File: config.mk
export PLATFORM = sky130hd
export DESIGN_NAME = render_pass_scheduler
export DESIGN_NICKNAME = d
export VERILOG_FILES = /design/src/rtl/render_pass_scheduler.sv
export SDC_FILE = /design/constraint.sdc
export NUM_CORES = 1
export LEC_CHECK = 0
export CORE_MARGIN = 2
export CORE_UTILIZATION = 35
export CTS_BUF_LIST = sky130_fd_sc_hd__clkbuf_2
export CTS_CLUSTER_SIZE = 40
export DETAILED_ROUTE_END_ITERATION = 12
export PLACE_DENSITY = 0.66
export SYNTH_ARGS = -nofsm -noshare
export SYNTH_HDL_FRONTEND = slang
export SYNTH_SLANG_ARGS = --single-unit
File: constraint.sdc
create_clock -name clk_i -period 4.2 [get_ports clk_i]
set_input_delay 1.05 -clock clk_i [delete_from_list [all_inputs] [get_ports clk_i]]
set_output_delay 1.05 -clock clk_i [all_outputs]
set_load 0.02 [all_outputs]
File: src/rtl/render_pass_scheduler.sv
// Render pass scheduler: frame-rate tick generator plus a fixed-order arbiter that hands the
// single vga_adapter write port to each drawer client in turn, once per frame.
module render_pass_scheduler #(
    parameter int unsigned NUM_CLIENTS  = 3,
    parameter int unsigned XW           = 8,
    parameter int unsigned YW           = 7,
    parameter int unsigned FRAME_CYCLES = 833333
) (
    input  logic                      clk_i,
    input  logic                      reset_i,
    input  logic                      enable_i,
    input  logic [NUM_CLIENTS-1:0]    req_i,
    input  logic [NUM_CLIENTS-1:0]    done_i,
    input  logic [NUM_CLIENTS*XW-1:0] cx_i,
    input  logic [NUM_CLIENTS*YW-1:0] cy_i,
    input  logic [NUM_CLIENTS*3-1:0]  ccol_i,
    output logic [NUM_CLIENTS-1:0]    grant_o,
    output logic [XW-1:0]             vga_x_o,
    output logic [YW-1:0]             vga_y_o,
    output logic [2:0]                vga_colour_o,
    output logic                      vga_plot_o,
    output logic                      frame_tick_o,
    output logic                      pass_active_o,
    output logic                      frame_done_o,
    output logic                      overrun_o
);

    localparam int unsigned CntW = $clog2(FRAME_CYCLES);
    localparam int unsigned IdxW = (NUM_CLIENTS > 1) ? $clog2(NUM_CLIENTS) : 1;
    localparam logic [CntW-1:0] CntLast = CntW'(FRAME_CYCLES - 1);
    localparam logic [IdxW-1:0] IdxLast = IdxW'(NUM_CLIENTS - 1);

    typedef enum logic [1:0] {
        StIdle,
        StPass,
        StDone
    } state_e;

    state_e          state_q;
    logic [IdxW-1:0] idx_q;
    logic [CntW-1:0] cnt_q, cnt_d;
    logic [XW-1:0]   vga_x_q;
    logic [YW-1:0]   vga_y_q;
    logic [2:0]      vga_colour_q;
    logic            vga_plot_q;

    logic            frame_tick;
    logic            sel_req, sel_done;
    logic [XW-1:0]   sel_x;
    logic [YW-1:0]   sel_y;
    logic [2:0]      sel_col;
    logic            accept;

    // Frame counter next state: wraps at the frame boundary, freezes while disabled.
    always_comb begin
        cnt_d = cnt_q;
        if (enable_i) begin
            cnt_d = (cnt_q == CntLast) ? '0 : cnt_q + CntW'(1);
        end
    end

    // Frame counter register.
    always_ff @(posedge clk_i or posedge reset_i) begin
        if (reset_i) begin
            cnt_q <= '0;
        end else begin
            cnt_q <= cnt_d;
        end
    end

    assign frame_tick = enable_i && (cnt_q == CntLast);

    // Select the currently owned client's handshake and pixel, and decode grant from state only.
    always_comb begin
        sel_req  = 1'b0;
        sel_done = 1'b0;
        sel_x    = '0;
        sel_y    = '0;
        sel_col  = '0;
        grant_o  = '0;
        for (int k = 0; k < NUM_CLIENTS; k++) begin
            if (idx_q == IdxW'(k)) begin
                sel_req  = req_i[k];
                sel_done = done_i[k];
                sel_x    = cx_i[k*XW +: XW];
                sel_y    = cy_i[k*YW +: YW];
                sel_col  = ccol_i[k*3 +: 3];
            end
            grant_o[k] = (state_q == StPass) && (idx_q == IdxW'(k));
        end
    end

    assign accept = (state_q == StPass) && sel_req;

    // Pass sequencer and registered pixel port; coordinates hold when nothing is accepted.
    always_ff @(posedge clk_i or posedge reset_i) begin
        if (reset_i) begin
            state_q      <= StIdle;
            idx_q        <= '0;
            vga_x_q      <= '0;
            vga_y_q      <= '0;
            vga_colour_q <= '0;
            vga_plot_q   <= 1'b0;
        end else begin
            vga_plot_q <= accept;
            if (accept) begin
                vga_x_q      <= sel_x;
                vga_y_q      <= sel_y;
                vga_colour_q <= sel_col;
            end
            unique case (state_q)
                StIdle: begin
                    if (frame_tick) begin
                        state_q <= StPass;
                        idx_q   <= '0;
                    end
                end
                StPass: begin
                    if (sel_done) begin
                        if (idx_q == IdxLast) begin
                            state_q <= StDone;
                        end else begin
                            idx_q <= idx_q + IdxW'(1);
                        end
                    end
                end
                StDone: begin
                    state_q <= StIdle;
                    idx_q   <= '0;
                end
                default: begin
                    state_q <= StIdle;
                    idx_q   <= '0;
                end
            endcase
        end
    end

    assign vga_x_o       = vga_x_q;
    assign vga_y_o       = vga_y_q;
    assign vga_colour_o  = vga_colour_q;
    assign vga_plot_o    = vga_plot_q;
    assign frame_tick_o  = frame_tick;
    assign pass_active_o = (state_q != StIdle);
    assign frame_done_o  = (state_q == StDone);
    // A tick while busy is reported and dropped rather than queued.
    assign overrun_o     = frame_tick && (state_q != StIdle);

endmodule

==> impl_summary.txt <==
----------------------------------------------------
[Outcome]
  Run status ... finished, final reports clean

[STA]
  Setup repair after global routing missed its margin ... no
  Final hold slack ... 0.497 ns
  Fraction of the cycle the final worst path needs ... 97.5%
  Worst-case setup margin in the final layout ... 0.105 ns
  Worst-case headroom to the max-slew limit ... 40.7%
  Number of setup violations in the final report ... 0
  Transition at the pin with the smallest max-transition slack ... 0.890 ns
  Count of endpoints failing hold in the final timing report ... 0
  Slew Limit Fails ... 0
  Period minus WS final ... 4.09 ns
  Fmax achieved ... 0.244 GHz
  Worst Skew ... 0.0157 ns

[Setup path]
  Crit path required time ... 3.15 ns
  CP endpoint kind ... primary output
  Critical path fanouts, max ... 2
  Category of the most critical setup path ... primary input to primary output
  Critical path startpoint category ... primary input
  Data arrival at the endpoint of the critical path ... 3.04 ns

[Clock network]
  Number of buffers between clock root and the deepest sink ... 2
  CTS clock-pin slew for the worst setup and hold paths ... 0.21 ns
  # Post-CTS Setup Buffers ... 0
  Number of gates given a new drive strength after cts ... 5
  Clock tree from TritonCTS ... built
  Hold_buf cts ... 0
  Number of buffers inserted during clock tree synthesis ... 5
  Clock insertion delay at the later pin of the skew report ... 0.39 ns
  Number of clock sinks ... 43
  CTS HTree Levels ... 2
  Master cell of the clock root buffer ... clkbuf_2

[Yosys]
  Sequential cell area fraction in the yosys report ... 45.0%
  Cell types with the largest area share after synthesis ... dfrtp_1 (45%), mux2_2 (8.5%), a22oi_1 (5.3%)
  Post-synth net total ... 314
  Yosys top cell by area ... dfrtp_1
  Primary flip-flop cell chosen by synthesis mapping ... dfrtp_1
  Synthesized cell area ... 0.00239 mm2
  Gate count of the mapped netlist ... 246
  Unique cell type count in the Yosys netlist ... 42
  Proportion of netlist area held by the largest area contributor ... 45.0%
  Most frequent cell after synthesis ... dfrtp_1
  Top cells by count, synth ... dfrtp_1 (43), nand2_1 (26), o21ai_0 (22)
  #FFs+latches synth ... 43
  Fraction of synthesis flops using an asynchronous set or reset pin ... 100%
  Mean post-synth cell area ... 9.72 um2
  Number of enable flip-flop cells after synthesis ... 0
  Synthesis warning total ... 0

[Global route]
  Wire length of the first global-routing pass ... 9750 um
  Number of antenna violations at the first check in global routing ... 0
  Total gr overflow ... 0
  Global-route total usage across every layer ... 16.4%
  Via count of the first global-routing pass ... 1981
  Pin count of the biggest net entering global routing ... 44

[Power]
  Cell Pwr Density ... 504 mW/mm2
  Maximum resistive drop on vdd ... 0.250 mV
  Clock group share of total power ... 10.5%
  Part of the power in combinational logic ... 52.0%
  Total power draw ... 1.71 mW
  Proportion of total power due to net switching ... 40.2%
  Internal power consumption ... 1.02 mW
  Switching component of the power ... 0.687 mW
  Register share of total power ... 37.5%
  Leakage component of the power ... 1.42 nW

[Route]
  Drt wl/cell ... 15.0 um
  Iter 0 DRT Violations ... 119
  Wirelength, routed ... 6200 um
  Total iterations of the first detailed-routing run ... 4
  Via density per instance ... 5.05
  Count of vias placed by the detailed router ... 2092
  DRC viols ... 0
  Number of routed nets with antenna violations ... 0

[Hold path]
  Worst Hold Class ... register to register

[Finish]
  Net total in the final layout ... 401
  Layout overhead on the synthesized area ... 42.0%
  Antenna cells ... 0
  Finished Layout Cells ... 414
  Share of post-route cells with drive strength above 1 ... 12.3%
  Fraction of the core area covered by cells at the end of the flow ... 50.6%

[Placement]
  Port Buffers ... 88
  Weighted congestion at the end of routability-driven global placement ... 0.817
  Dpl ws ... -0.295 ns
  DP HPWL ... 4660 um
  Number of instances in the placed design ... 406

[Floorplan]
  Row count ... 30
  DIE HEIGHT ... 86.7 um
  Die area ... 0.00751 mm2
  Core footprint ... 0.00672 mm2
  IO Pins ... 89
  Chip width ... 86.7 um
  Initial standard-cell utilization of the core ... 35.6%

[Flow run]
  Number of maximum-capacitance violations ... 0

----------------------------------------------------
[cells in the final DEF (no fill, tap or decap), types with 7 or more instances in the layout]
cell / instances
clkdlybuf4s50_1: 86
dfrtp_1: 43
nand2_1: 26
o21ai_0: 22
mux2_2: 18
a22oi_1: 17
nor2_1: 12
xnor2_1: 9
nand3_1: 8
inv_1: 8
buf_4: 8
clkbuf_2: 7
[registers in the layout (all words and copies together), names as in the netlist]
register,cells
cnt_q,20
vga_x_o,8
vga_y_o,7
vga_colour_o,3
idx_q,2
state_q,2
vga_plot_o,1
[logic make-up (layout without fill, tap and decap cells)]
logic type / Yosys count / count (layout) / share of synthesized area [%]
buf+inv: 24 / 112 / 4.55
fa+ha+maj: 5 / 5 / 2.62
mux: 20 / 20 / 9.31
flops: 43 / 43 / 45.0
compound gates: 53 / 53 / 13.7
xor+xnor: 15 / 15 / 5.49
simple gates: 86 / 86 / 19.4
[final timing paths]
path | startpoint | endpoint | slack [ns] | cells after the start
worst min register to register | cnt_q[17] | cnt_q[17] | 0.50 | 1
worst min-delay path | cnt_q[17] | cnt_q[17] | 0.50 | 1
worst max-delay path | enable_i | frame_tick_o | 0.11 | 6
worst max register to register | idx_q[1] | vga_x_o[3] | 1.66 | 6
max in group asynchronous | reset_i | cnt_q[4] | 2.76 | 3
min in group asynchronous | reset_i | vga_x_o[7] | 1.04 | 3
[stage by stage]
step	cell area, um2	setup TNS (ns)
2_1_floorplan	2390	0
3_3_place_gp	3350	-0.588
6_report	3400	0
4_1_cts	3400	0
5_1_grt	3400	0
3_5_place_dp	3350	-0.585
[layer usage]
layer | up-vias | GRT usage, % | share of wire [%]
li1 | 1047 | - | -
met1 | 964 | 22.7 | 47
met2 | 77 | 26.9 | 44
met3 | 4 | 3.05 | 7.7
met4 | 0 | 3.41 | 0.50
met5 | - | 0 | 0
[power groups by stage]
stage | combinational (mW) | sequential (mW) | clock (mW)
floorplan | 0.471 | 0.716 | 0
global placement | 0.892 | 0.646 | 0
detailed placement | 0.903 | 0.652 | 0
CTS | 0.906 | 0.643 | 0.189
global route | 0.981 | 0.657 | 0.204
finish | 0.890 | 0.642 | 0.180
[layout make-up]
type	count	area, um2
fill	636	3320
multi-input combinational	179	1210
sequential	43	1080
timing repair buffer	96	937
tap	80	100
clock buffer	6	30.0
inverter	8	30.0
clock inverter	2	12.5
[critical path, stage by stage]
cell	delay, ns
clkdlybuf4s50_1	0.46
or4b_1	0.44
or4_4	0.57
nor2_4	0.13
buf_4	0.14
clkdlybuf4s15_2	0.25
Power figures use the tool's default switching activity.
